## src/rtl/mips_pkg.sv

```systemverilog
// Shared MIPS pipeline definitions: exception codes,
// text-segment bounds and the F->D register bundle.
package mips_pkg;

    localparam logic [4:0]  EXC_NONE   = 5'd0;
    localparam logic [4:0]  EXC_ADEL   = 5'd4;

    localparam logic [31:0] TEXT_BASE  = 32'h0000_3000;
    localparam logic [31:0] TEXT_END   = 32'h0000_6FFF;
    localparam logic [31:0] RESET_PC   = 32'h0000_3000;
    localparam logic [31:0] HANDLER_PC = 32'h0000_4180;

    localparam logic [31:0] NOP_WORD   = 32'h0;

    typedef struct packed {
        logic [31:0] pc;
        logic [31:0] instr;
        logic [4:0]  exccode;
        logic        bd;
        logic        valid;
    } fd_t;

    // Bubble carrying a PC but no instruction.
    function automatic fd_t fd_bubble(input logic [31:0] pc);
        fd_t b;
        b.pc      = pc;
        b.instr   = NOP_WORD;
        b.exccode = EXC_NONE;
        b.bd      = 1'b0;
        b.valid   = 1'b0;
        return b;
    endfunction

endpackage

```

## src/rtl/fetch_exc_check.sv

```systemverilog
// Fetch address check: flags misaligned or
// out-of-text-segment fetch addresses (AdEL).
module fetch_exc_check
    import mips_pkg::*;
#(
    parameter logic [31:0] TEXT_BASE = mips_pkg::TEXT_BASE,
    parameter logic [31:0] TEXT_END  = mips_pkg::TEXT_END
) (
    input  logic [31:0] F_pc,
    output logic        adel
);

    // Unsigned 32-bit compares, so high addresses never wrap to legal.
    always_comb begin
        adel = (F_pc[1:0] != 2'b00)
             | (F_pc < TEXT_BASE)
             | (F_pc > TEXT_END);
    end

endmodule

```

## src/rtl/fd_stage_reg.sv

```systemverilog
// Fetch-to-decode pipeline register with AdEL tagging,
// delay-slot marking and stall/flush/Req bubbles.
module fd_stage_reg
    import mips_pkg::*;
#(
    parameter logic [31:0] RESET_PC   = mips_pkg::RESET_PC,
    parameter logic [31:0] HANDLER_PC = mips_pkg::HANDLER_PC,
    parameter logic [31:0] TEXT_BASE  = mips_pkg::TEXT_BASE,
    parameter logic [31:0] TEXT_END   = mips_pkg::TEXT_END
) (
    input  logic        clk,
    input  logic        reset,
    input  logic        stall,
    input  logic        Req,
    input  logic        flush,
    input  logic [31:0] F_pc,
    input  logic [31:0] F_instr,
    input  logic        D_is_jump,
    output logic [31:0] D_pc,
    output logic [31:0] D_instr,
    output logic [4:0]  D_exccode,
    output logic        D_bd,
    output logic        D_valid
);

    logic adel;
    fd_t  d_q;
    fd_t  load_v;

    fetch_exc_check #(
        .TEXT_BASE (TEXT_BASE),
        .TEXT_END  (TEXT_END)
    ) u_exc (
        .F_pc (F_pc),
        .adel (adel)
    );

    // Entry built from F; a faulting fetch keeps its PC but drops its word.
    always_comb begin
        load_v.pc      = F_pc;
        load_v.bd      = D_is_jump;
        load_v.valid   = 1'b1;
        load_v.instr   = adel ? NOP_WORD : F_instr;
        load_v.exccode = adel ? EXC_ADEL : EXC_NONE;
    end

    // Priority: Req > stall > flush > load.
    always_ff @(posedge clk or negedge reset) begin
        if (!reset) begin
            d_q <= fd_bubble(RESET_PC);
        end else if (Req) begin
            d_q <= fd_bubble(HANDLER_PC);
        end else if (stall) begin
            d_q <= d_q;
        end else if (flush) begin
            d_q <= fd_bubble(F_pc);
        end else begin
            d_q <= load_v;
        end
    end

    assign D_pc      = d_q.pc;
    assign D_instr   = d_q.instr;
    assign D_exccode = d_q.exccode;
    assign D_bd      = d_q.bd;
    assign D_valid   = d_q.valid;

endmodule

```

## config.mk

```make
export PLATFORM = sky130hd
export DESIGN_NAME = fd_stage_reg
export DESIGN_NICKNAME = d
export VERILOG_FILES = /design/src/rtl/mips_pkg.sv /design/src/rtl/fetch_exc_check.sv /design/src/rtl/fd_stage_reg.sv
export SDC_FILE = /design/constraint.sdc
export NUM_CORES = 1
export LEC_CHECK = 0
export ABC_AREA = 1
export BUFFER_PORTS_ARGS = -buffer_cell sky130_fd_sc_hd__buf_2
export CAP_MARGIN = 30
export CORE_ASPECT_RATIO = 1.5
export CORE_UTILIZATION = 50
export CTS_BUF_LIST = sky130_fd_sc_hd__clkbuf_4 sky130_fd_sc_hd__clkbuf_8
export CTS_CLUSTER_DIAMETER = 30
export CTS_CLUSTER_SIZE = 40
export DETAILED_ROUTE_END_ITERATION = 8
export GPL_TIMING_DRIVEN = 0
export PLACE_DENSITY_LB_ADDON = 0.25
export SYNTH_ARGS = -nofsm -noshare
export SYNTH_HDL_FRONTEND = slang
export SYNTH_SLANG_ARGS = --single-unit
```

## constraint.sdc

```tcl
create_clock -name clk -period 1 [get_ports clk]
set_input_delay 0.05 -clock clk [delete_from_list [all_inputs] [get_ports clk]]
set_output_delay 0.05 -clock clk [all_outputs]
set_load 0.01 [all_outputs]
```

==> impl_metrics.tcl, run 1 <==
set metrics [dict create \
    status "finished with violations" \
    violations "negative setup slack" \
    die_w_um 63.80 \
    drt_wl_total_um 7915 \
    tns_ns -0.04486 \
    finalPower_mw 5.501 \
    setup_ws_ns -0.02752 \
    hold_violations 0 \
    worst-path-max-fanout 2 \
    vias 2764 \
    seqPwrFrac_pct 51.5 \
    ys_seq_area_share_pct 58.63 \
    yosysUniqueCellTypes 21 \
    viasPerCell 4.782 \
    path_clk_slew_ns 0.07 \
    layout_common_cells "buf_2, nand2_1, dfrtp_1" \
    power.switching_mw 1.406 \
    fmax_mhz 973.2 \
    antennaDiodeCount 0 \
    numCtsBuffers 9 \
    cp_slowest_stage_delay_ns 0.54 \
    slew_headroom_pct 60.15 \
    drv_slew 0 \
    drcViolationCount 0 \
    synth_cells 318 \
    grt.overflow.total 0 \
    path_cells "buf_6" \
    fillCellCount 370 \
    critPathArrivalTime_ns 0.98 \
    worstHoldPathType "primary input to register" \
    path_buf_inv 1 \
    drive_gt1_share_pct 36.02 \
    tightest_slew_ns 0.5977 \
    p_clk_share_pct 35.1 \
    rr_startpoint "D_pc[13]" \
    cts_buffer_depth 2 \
    htree_levels 3 \
    power_leakage_nw 2.533 \
    crit_type "register to output pin" \
    finalCriticalPeriod_ns 1.028 \
    layout.nets 574 \
    grt_pass1_wl_um 12830 \
    ir_drop_uv 861.8 \
    pwr_density_cell_nw_per_um2 1308 \
    rows 33 \
    p_int_mw 4.095 \
    clock_sinks 67 \
    place_congestion 0.7398 \
    cap_violations 0 \
    final_area_um2 4205 \
    skew_ns 0 \
    avgSynthCellArea_um2 9.006 \
    track_usage_pct 28.00 \
    ys_ff_latch 67 \
    finalSetupViolations 2 \
    clock_latency_ns 0.33 \
    first_global_vias 2814 \
    crit_required_ns 0.95 \
    cts-root-buf "clkbuf_8" \
    antenna_found_initial 0 \
    ant_nets 0 \
    pin_count 141 \
    layout_commonest_cell "buf_2" \
    initial_core_util_pct 52.15 \
    hpwl_um 5083 \
    critPathLaunch "D_pc[12]" \
    p_comb_share_pct 13.4 \
    grt_setup_unrepaired "true" \
    drtIter0Drc 176 \
    swShare_pct 25.57 \
    min_from "F_instr[9]" \
    period_share_pct 102.8 \
    syn2layout_area_growth_pct 46.83 \
    synth_area_um2 2864 \
    place_area_um2 3646 \
    die_h_um 94.70 \
    rrSetupSlack_ns 0.18 \
    dr.pass1.iters 4 \
    cp_slowest_cell "dfstp_2" \
    critical_path.endpoint_type "output pin" \
    cts_tree "yes" \
    yosysWarningCount 0 \
    core_area_um2 5492 \
    dp_cells 527 \
    fin_util_pct 76.58 \
    grt_max_degree 68 \
    wl_per_cell_um 13.69 \
    worstSetupStartpointType "register" \
    numPortBuffers 136 \
    fin_cells 578 \
    crit_family "flip-flops" \
    die-area_um2 6041 \
]
## power by group through the flow
stage / registers (mW) / logic, mW / clock network [mW]
4_1_cts: 2.83 / 0.715 / 1.98
6_report: 2.83 / 0.736 / 1.93
3_3_place_gp: 2.88 / 0.594 / 0
5_1_grt: 2.84 / 0.811 / 2.10
3_5_place_dp: 2.88 / 0.606 / 0
2_1_floorplan: 2.92 / 0.230 / 0
## per-stage QoR
| stage | hold slack [ns] | setup slack, ns |
|---|---|---|
| 4_1_cts | 0.001086 | -0.03738 |
| 3_3_place_gp | 0.2905 | -0.3745 |
| 3_5_place_dp | 0.2049 | -0.3798 |
| 5_1_grt | 0.009722 | -0.06024 |
| 2_1_floorplan | -0.2456 | 0.05199 |
| 6_report | 0.01499 | -0.02752 |
## state kept, by name, indices dropped and copies added, names as in the netlist
register,flops
D_pc,32
D_valid,1
D_instr,32
D_bd,1
D_exccode,1
## layout make-up
class	count	area (um^2)	area share, %
flip-flops and latches	67	1679	39.93
inverters	37	138.9	3.303
clock inverters	5	30.03	0.7141
well taps	70	87.58	2.083
repair buffers	172	1055	25.08
plain buffers	21	138.9	3.303
clock buffers	10	137.6	3.273
multi-input cells	196	938.4	22.31
## kinds of logic after synthesis
logic type	share of synthesized area [%]
and+or+nand+nor	21.71
DFF	58.63
buffers and inverters	9.436
AOI/OAI and AO/OA	10.09
other	0.1309
## repair_timing
action	in CTS	in global routing
buffers inserted	0	2
hold endpoints to repair	98	0
pin swaps	0	1
hold buffers	34	0
endpoints found under the setup margin	13	97
resized for setup	3	8
## worst min-delay path: stages
cell and delay, ns:
buf_2 0.09, inv_1 0.04, nor2_1 0.04, nand2_1 0.05
nand2_1 0.04
## worst paths after layout
path | end | cells past startpoint
max | D_pc[12] | 1
min | D_instr[9] | 5
max reg2reg | D_pc[13] | 2
min reg2reg | D_instr[8] | 2
max in group asynchronous | D_instr[3] | 2
min in group asynchronous | D_pc[20] | 2
## per-layer routing
metal  part of all wire [%]  vias to the layer above  GRT usage, %
met5                      0                        -             0
met4                    1.9                        0         12.31
met3                    7.3                       15         7.246
met2                     50                      123         47.52
met1                     40                     1286         33.28
li1                       -                     1340             -
## cells in the mapped netlist
cell type | number | area, um^2
nand2_1 | 108 | 405.4
dfrtp_1 | 65 | 1627
nor2_1 | 37 | 138.9
inv_1 | 36 | 135.1
a22o_1 | 29 | 254.0
nor2_2 | 9 | 56.30
buf_2 | 6 | 30.03
clkbuf_1 | 5 | 18.77
buf_4 | 4 | 30.03
buf_6 | 4 | 45.04
buf_1 | 2 | 7.510
dfstp_2 | 2 | 52.55
nand3_1 | 2 | 10.01
o22a_1 | 2 | 17.52
a21oi_1 | 1 | 5.000
conb_1 | 1 | 3.750
inv_2 | 1 | 3.750
nor3_1 | 1 | 5.000
o21ai_1 | 1 | 5.000
o21bai_1 | 1 | 7.510
or2_1 | 1 | 6.260
Note: power is estimated with default switching activity, not from simulation.
==> run 2, diff against run 1 <==
- SLEW_MARGIN: unset -> 20
- SYNTH_HIERARCHICAL: unset -> 1
==> run 2 against run 1 <==
Wire length up 6.9%. Via count up 13%. Combinational power up 5.4%. Synthesized cell count up 21%. Area after synthesis up 4.2%. Global-route usage about the same. The run still ends with negative setup slack left. Setup slack worse by 0.021 ns. Critical path depth unchanged. Non-clock buffer count up 7.
==> impl_metrics.tcl, run 2 <==
set metrics [dict create \
    status "finished with violations" \
    violations "negative setup slack" \
    pwr_density_cell_nw_per_um2 1426 \
    cts_tree "yes" \
    clock_latency_ns 0.33 \
    pin_count 141 \
    crit_required_ns 0.95 \
    rows 34 \
    power_leakage_nw 2.752 \
    yosysUniqueCellTypes 16 \
    yosys-mux-area-fraction_pct 0 \
    grt_setup_unrepaired "true" \
    initial_core_util_pct 51.56 \
    setup_ws_ns -0.04841 \
    avgSynthCellArea_um2 7.748 \
    grt_pass1_wl_um 13240 \
    grt.overflow.total 0 \
    antenna_found_initial 0 \
    die-area_um2 6285 \
    critPathArrivalTime_ns 1.00 \
    hpwl_um 5279 \
    dr.pass1.iters 6 \
    synthTopCellsByCount "nand2_1, dfrtp_1, nor2_1" \
    cp_slowest_cell "dfstp_2" \
    synth_area_um2 2983 \
    ant_nets 0 \
    drt_wl_total_um 8458 \
    ys.flop_type "dfrtp_1" \
    drv_slew 0 \
    drtIter0Drc 226 \
    layout.nets 645 \
    yosysTopAreaCell "dfrtp_1" \
    antennaDiodeCount 0 \
    syn2layout_area_growth_pct 48.99 \
    ys_seq_area_share_pct 56.29 \
    cp_slowest_stage_delay_ns 0.55 \
    worstHoldPathType "primary input to register" \
    grt_max_degree 57 \
    first_global_vias 2996 \
    crit_family "flip-flops" \
    wl_per_cell_um 12.97 \
    synth_edf_count 0 \
    critical_path.endpoint_type "output pin" \
    fmax_mhz 953.8 \
    clock_sinks 67 \
    die_h_um 96.60 \
    cap_violations 0 \
    synth_fa_ha_area_share_pct 0 \
    hold_violations 0 \
    worst-path-max-fanout 2 \
    worstSetupStartpointType "register" \
    synth_xor_area_share_pct 0 \
    numPortBuffers 136 \
    numCtsBuffers 9 \
    path_cells "buf_6" \
    synth_cells 385 \
    place_congestion 0.7700 \
    layout_common_cells "nand2_1, buf_2, dfrtp_1" \
    core_area_um2 5786 \
    vias 3118 \
    tns_ns -0.07049 \
    layout_commonest_cell "nand2_1" \
    track_usage_pct 28.01 \
    viasPerCell 4.782 \
    drcViolationCount 0 \
    finalSetupViolations 2 \
    finalPower_mw 6.339 \
    synth-compound-area-share_pct 0.5034 \
    period_share_pct 104.8 \
    cts-root-buf "clkbuf_8" \
    htree_levels 3 \
    finalCriticalPeriod_ns 1.048 \
    ys_ff_latch 67 \
    yosysMostFrequentCell "nand2_1" \
    drive_gt1_share_pct 31.72 \
    synth_top_family_by_area "simple AND/OR/NAND/NOR gates" \
    synth_area_leaders "dfrtp_1, nand2_1, nand3_1" \
    skew_ns 0 \
    cts_buffer_depth 2 \
    yosysWarningCount 6 \
    async_flop_share_pct 100.0 \
    ir_drop_uv 969.9 \
    die_w_um 65.07 \
    synth_top_area_share_pct 54.53 \
    path_clk_slew_ns 0.09 \
    crit_type "register to output pin" \
    synthSimpleGateAreaFrac_pct 33.98 \
    path_buf_inv 1 \
]
-- run 2: repair_timing --
action | 4_1_cts | 5_1_grt
hold buffers | 37 | 0
setup endpoints to repair | 17 | 30
gates resized for setup | 4 | 8
setup buffers | 2 | 0
endpoints found under the hold margin | 101 | 0
pin swaps | 0 | 0
-- run 2: logic make-up (layout without fill, tap and decap cells) --
logic type      count (synthesis)  in the layout
simple gates                  254            254
flops                          67             67
buf+inv                        60            252
compound gates                  3              3
other cells                     1              4
-- run 2: through the flow --
stage	util, %	hold WS, ns	cell area, um^2	std cells	setup WS, ns
after detailed placement	65.59	-0.08612	3795	597	-0.3690
after floorplan	-	-0.2456	2994	388	0.03860
after global routing	76.82	0.02466	4444	652	-0.06838
final	76.82	0.005147	4444	652	-0.04841
after global placement	65.07	0.2525	3765	596	-0.4052
after CTS	76.67	0.0003486	4436	652	-0.03777
-- run 2: area by class of cell --
cell class	count	area [um^2]
plain buffers	24	142.6
clock buffers	9	123.9
clock inverters	7	116.4
fillers	418	1341
inverters	36	135.1
multi-input cells	261	1049
flip-flops and latches	67	1679
well taps	72	90.09
repair buffers	176	1109
-- run 2: metal layers --
layer | routed length, um | up-vias | global-route usage [%]
li1 | - | 1521 | -
met2 | 4433 | 118 | 48.87
met3 | 447 | 32 | 4.577
met1 | 3269 | 1447 | 31.63
met4 | 308 | 0 | 17.75
met5 | 0 | - | 0
-- run 2: final timing paths --
check                            start     endpoint  slack [ns]  cells after the start
min reg2reg                   D_pc[21]     D_pc[21]        0.47                      2
max reg2reg                   D_pc[13]     D_pc[13]        0.18                      3
max in group asynchronous        reset     D_pc[12]        0.34                      3
min                        F_instr[25]  D_instr[25]       0.005                      5
min in group asynchronous        reset      D_pc[2]        0.09                      2
max                           D_pc[13]     D_pc[13]       -0.05                      1
-- run 2: where the power goes --
part	internal, mW	switching, mW
Sequential	2.79	0.0432
Clock	1.65	1.08
Combinational	0.362	0.414
Total	4.81	1.53
